**src/rtl/merge_rr_buffered.sv**
```systemverilog
// N-input elastic merge: round-robin or fixed-priority arbitration feeding an output FIFO that tags each token with its source.
// Latency: a token accepted on edge k is presented on outs in the cycle after edge k; no combinational bypass from ins to outs.
// Backpressure: the granted ins_ready follows FIFO space, plus a same-cycle pop, so outs_ready -> ins_ready is the only comb path.
module merge_rr_buffered #(
    parameter int INPUTS    = 2,
    parameter int DATA_TYPE = 32,
    parameter int SLOTS     = 2,
    parameter int RR_MODE   = 1,
    localparam int IDX_W    = (INPUTS > 2) ? $clog2(INPUTS) : 1
) (
    input  logic                        clk,
    input  logic                        rst,
    input  logic [INPUTS*DATA_TYPE-1:0] ins,
    input  logic [INPUTS-1:0]           ins_valid,
    output logic [INPUTS-1:0]           ins_ready,
    output logic [DATA_TYPE-1:0]        outs,
    output logic [IDX_W-1:0]            outs_index,
    output logic                        outs_valid,
    input  logic                        outs_ready
);

    localparam int PTR_W = (SLOTS > 1) ? $clog2(SLOTS) : 1;
    localparam int CNT_W = $clog2(SLOTS + 1);

    logic [DATA_TYPE-1:0] data_mem [SLOTS];
    logic [IDX_W-1:0]     idx_mem  [SLOTS];
    logic [PTR_W-1:0]     head;
    logic [PTR_W-1:0]     tail;
    logic [CNT_W-1:0]     count;
    logic [IDX_W-1:0]     rr_ptr;

    logic [IDX_W-1:0]     grant;
    logic                 grant_vld;
    logic [DATA_TYPE-1:0] grant_dat;
    logic                 pop;
    logic                 push;
    logic                 can_push;
    int                   cand;

    assign outs_valid = (count != '0);
    assign outs       = data_mem[head];
    assign outs_index = idx_mem[head];
    assign pop        = outs_valid & outs_ready;
    // A full FIFO may still accept when its head leaves on the same edge.
    assign can_push   = (count < CNT_W'(SLOTS)) | pop;
    assign push       = grant_vld & can_push & ~rst;

    // Arbitration: search starts one past the last accepted channel (round-robin) or at channel 0 (fixed priority).
    always_comb begin
        grant     = '0;
        grant_vld = 1'b0;
        cand      = 0;
        for (int k = 0; k < INPUTS; k++) begin
            if (RR_MODE != 0) begin
                cand = int'(rr_ptr) + 1 + k;
                if (cand >= INPUTS) begin
                    cand = cand - INPUTS;
                end
            end else begin
                cand = k;
            end
            if (!grant_vld && ins_valid[IDX_W'(cand)]) begin
                grant_vld = 1'b1;
                grant     = IDX_W'(cand);
            end
        end
    end

    // Ready goes only to the granted channel, and never while reset is held.
    always_comb begin
        ins_ready = '0;
        if (grant_vld && !rst) begin
            ins_ready[grant] = can_push;
        end
    end

    // Select the granted channel's data with constant part-selects.
    always_comb begin
        grant_dat = '0;
        for (int i = 0; i < INPUTS; i++) begin
            if (grant == IDX_W'(i)) begin
                grant_dat = ins[i*DATA_TYPE +: DATA_TYPE];
            end
        end
    end

    // FIFO storage, head/tail/count bookkeeping and the round-robin pointer.
    always_ff @(posedge clk) begin
        if (rst) begin
            count  <= '0;
            head   <= '0;
            tail   <= '0;
            rr_ptr <= IDX_W'(INPUTS - 1);
            for (int s = 0; s < SLOTS; s++) begin
                data_mem[s] <= '0;
                idx_mem[s]  <= '0;
            end
        end else begin
            if (push) begin
                data_mem[tail] <= grant_dat;
                idx_mem[tail]  <= grant;
                tail           <= (tail == PTR_W'(SLOTS - 1)) ? '0 : tail + 1'b1;
                // The pointer moves only on an accepted push; a stalled grant leaves it alone.
                if (RR_MODE != 0) begin
                    rr_ptr <= grant;
                end
            end
            if (pop) begin
                head <= (head == PTR_W'(SLOTS - 1)) ? '0 : head + 1'b1;
            end
            unique case ({push, pop})
                2'b10:   count <= count + 1'b1;
                2'b01:   count <= count - 1'b1;
                default: count <= count;
            endcase
        end
    end

endmodule

```
**config.mk**
```make
export PLATFORM = sky130hd
export DESIGN_NAME = merge_rr_buffered
export DESIGN_NICKNAME = d
export VERILOG_FILES = /design/src/rtl/merge_rr_buffered.sv
export SDC_FILE = /design/constraint.sdc
export NUM_CORES = 1
export LEC_CHECK = 0
export ABC_AREA = 0
export BUFFER_PORTS_ARGS = -buffer_cell sky130_fd_sc_hd__buf_2
export CAP_MARGIN = 20
export CORE_MARGIN = 2
export CORE_UTILIZATION = 55
export CTS_BUF_LIST = sky130_fd_sc_hd__clkbuf_4 sky130_fd_sc_hd__clkbuf_8 sky130_fd_sc_hd__clkbuf_16
export DETAILED_ROUTE_END_ITERATION = 8
export GPL_ROUTABILITY_DRIVEN = 0
export PLACE_DENSITY = 0.85
export REMOVE_ABC_BUFFERS = 1
export SYNTH_ARGS = -nofsm -noshare
export SYNTH_HDL_FRONTEND = slang
export SYNTH_SLANG_ARGS = --single-unit
```
**constraint.sdc**
```tcl
create_clock -name clk -period 6.9 [get_ports clk]
set_input_delay 1.035 -clock clk [delete_from_list [all_inputs] [get_ports clk]]
set_output_delay 1.035 -clock clk [all_outputs]
set_load 0.01 [all_outputs]
```
==> flow_summary.json <==
{
  "hold_buffers": 0,
  "setup_slack_ns": 3.97,
  "cts_root_buffer": "clkbuf_8",
  "start_util_pct": 57.2,
  "final_nets": 418,
  "cts_buffers": 9,
  "cts_buffer_depth": 2,
  "via_per_inst": 5.14,
  "status": "completed",
  "grt_max_degree": 35,
  "cts.sinks": 72,
  "path_cells": "buf_2 > nand2b_4 > or2_2 > nor2_1 > buf_2",
  "finalSetupViolCount": 0,
  "dieArea_sq_um": 6800,
  "final_cell_mix": "buf_2, nor2_1, edfxtp_1",
  "grt_first_pass_wirelength_microns": 9120,
  "yosys_warnings": 0,
  "ctsResizeCount": 0,
  "maxSlewHeadroom_pct": 40.6,
  "vias": 2198,
  "drcViolationCount": 0,
  "hold_class": "flop to flop",
  "antenna_found_initial": 0,
  "post_cts_buffers": 0,
  "crit_top_cell": "buf_2",
  "area_growth_pct": 21.4,
  "fmax_mhz": 341,
  "final_area_sq_um": 4110,
  "leakage_nw": 1.71,
  "syn_inst": 248,
  "cp-start-kind": "primary input",
  "port-buffer-count": 103,
  "ir_drop_mv": 0.270,
  "synth_cell_types": 26,
  "die_w_microns": 82.5,
  "fill_cells": 435,
  "grt_pass1_vias": 2059,
  "r2r_start": "count[1]$_SDFFE_PP0P_",
  "hold_end": "tail$_SDFFE_PP0P_",
  "placed_area_sq_um": 3860,
  "final_util_pct": 69.4,
  "first_pass_iters": 4,
  "rrSetupSlack_ns": 4.63,
  "hp-start": "tail$_SDFFE_PP0P_",
  "grtUsageTotal_pct": 18.5,
  "min_path_cells": 2,
  "htree_levels": 3,
  "syn_area_per_cell_sq_um": 13.7,
  "seq_area_frac_synth_pct": 62.1,
  "worstMarginPinSlew_ns": 0.891,
  "rows": 28,
  "critPathCaptureType": "output port",
  "arrival_ns": 1.89,
  "rr_worst_depth": 4,
  "drive_gt1_share_pct": 46.2,
  "timing.max_cap.violations": 0,
  "layout_commonest_cell": "buf_2",
  "worstPathRequired_ns": 5.86,
  "hpwlAfterDp_microns": 3820,
  "cp_slowest_cell": "or2_2",
  "cp-startpoint": "rst",
  "wirelength_microns": 6170,
  "finalPower_mw": 1.17,
  "cts.clk_slew.worst_paths_ns": 0.07,
  "cts_tree": "done",
  "synth_area_sq_um": 3390,
  "grt-ovfl-total": 0,
  "core_sq_um": 5920,
  "antennaDiodeCount": 0,
  "finalClockSkew_ns": 0.00656,
  "r2r-end": "data_mem[1][19]$_SDFFCE_PN0P_",
  "die_h_microns": 82.5,
  "crit_type": "primary input to output port",
  "clk_latency_ns": 0.33,
  "wl_per_cell_microns": 14.4,
  "hold_viol": 0,
  "ys_ff_latch": 72,
  "rsz0062_at_grt": "no",
  "maxSlewViolCount": 0,
  "tns_ns": 0,
  "worstPathMaxFanout": 9,
  "ios": 105,
  "slowest_delay_ns": 0.31,
  "finalCritPeriodShare_pct": 42.5,
  "drtAntennaViolNets": 0,
  "finalCriticalPeriod_ns": 2.93,
  "p_per_area_nw_per_um2": 285,
  "pre_cts_ws_ns": 3.79,
  "drt_iter0_drc": 97
}
[logic make-up after synthesis]
logic type	count (synthesis)	share of synthesized area, %
AND/OR/NAND/NOR	83	10.5
buffers and inverters	18	4.91
flip-flops	72	62.1
multiplexers	65	20.4
adder cells (fa/ha/maj)	1	0.369
AO/OA/AOI/OAI	6	0.961
XOR/XNOR	3	0.776
[flip-flops by register name, indices dropped and copies added, names as in the netlist, named ones only]
signal,flops
idx_mem,2
count,2
rr_ptr,1
data_mem,64
head,1
tail,1
[how the worst max path moves through the flow]
| stage | endpoint | slack (ns) | cells after the start |
|---|---|---|---|
| final | ins_ready[0] | 3.97 | 5 |
| after global routing | ins_ready[0] | 3.93 | 5 |
| after CTS | ins_ready[0] | 3.98 | 5 |
| after detailed placement | data_mem[1][24]$_SDFFCE_PN0P_ | 3.79 | 5 |
| after global placement | data_mem[1][24]$_SDFFCE_PN0P_ | 3.78 | 5 |
| after floorplan | data_mem[0][0]$_SDFFCE_PN0P_ | 3.15 | 3 |
[layer usage]
layer / global-route usage [%] / part of all wire, % / vias up
li1: - / - / 1080
met1: 21.6 / 43 / 1035
met2: 32.5 / 50 / 77
met3: 4.46 / 6.1 / 6
met4: 7.50 / 1.1 / 0
met5: 0 / 0 / -
[worst max-delay path: cells and delay by family]
family	cells	cell delay, ns
simple gates	3	0.57
buf+inv	2	0.28
[where the power goes]
| part | leakage (nW) | switching [mW] | internal [mW] |
|---|---|---|---|
| sequential | 0.741 | 0.0409 | 0.520 |
| combinational | 0.853 | 0.116 | 0.138 |
| clock | 0.116 | 0.146 | 0.210 |
| total | 1.71 | 0.304 | 0.869 |
[cells in the mapped netlist, drive strengths merged]
master / count / area, sq um
nor2: 70 / 263
edfxtp: 66 / 1980
mux2: 33 / 372
mux2i: 32 / 320
buf: 16 / 159
dfxtp: 6 / 120
o21ai: 3 / 15.0
a21oi: 2 / 10.0
nand2b: 2 / 20.0
nor2b: 2 / 12.5
or2: 2 / 12.5
or3: 2 / 12.5
or3b: 2 / 17.5
xnor2: 2 / 17.5
clkbuf: 1 / 3.75
ha: 1 / 12.5
inv: 1 / 3.75
nand2: 1 / 3.75
nor3: 1 / 5.00
o21a: 1 / 7.51
or2b: 1 / 7.51
xor2: 1 / 8.76
[layout make-up]
type	instances	area (sq um)	share of cell area, %
sequential	72	2100	51.2
multi-input combinational	158	1130	27.5
timing repair buffer	106	558	13.6
clock buffer	14	186	4.54
tap	75	93.8	2.28
clock inverter	2	35.0	0.853
inverter	1	3.75	0.0914
[stage by stage]
stage | std cells | hold WS, ns
after global placement | 411 | 0.465
after detailed placement | 411 | 0.481
after CTS | 427 | 0.491
after global routing | 428 | 0.524
after floorplan | 231 | 0.451
final | 428 | 0.488
No activity file was read; power rests on OpenSTA's default activity.
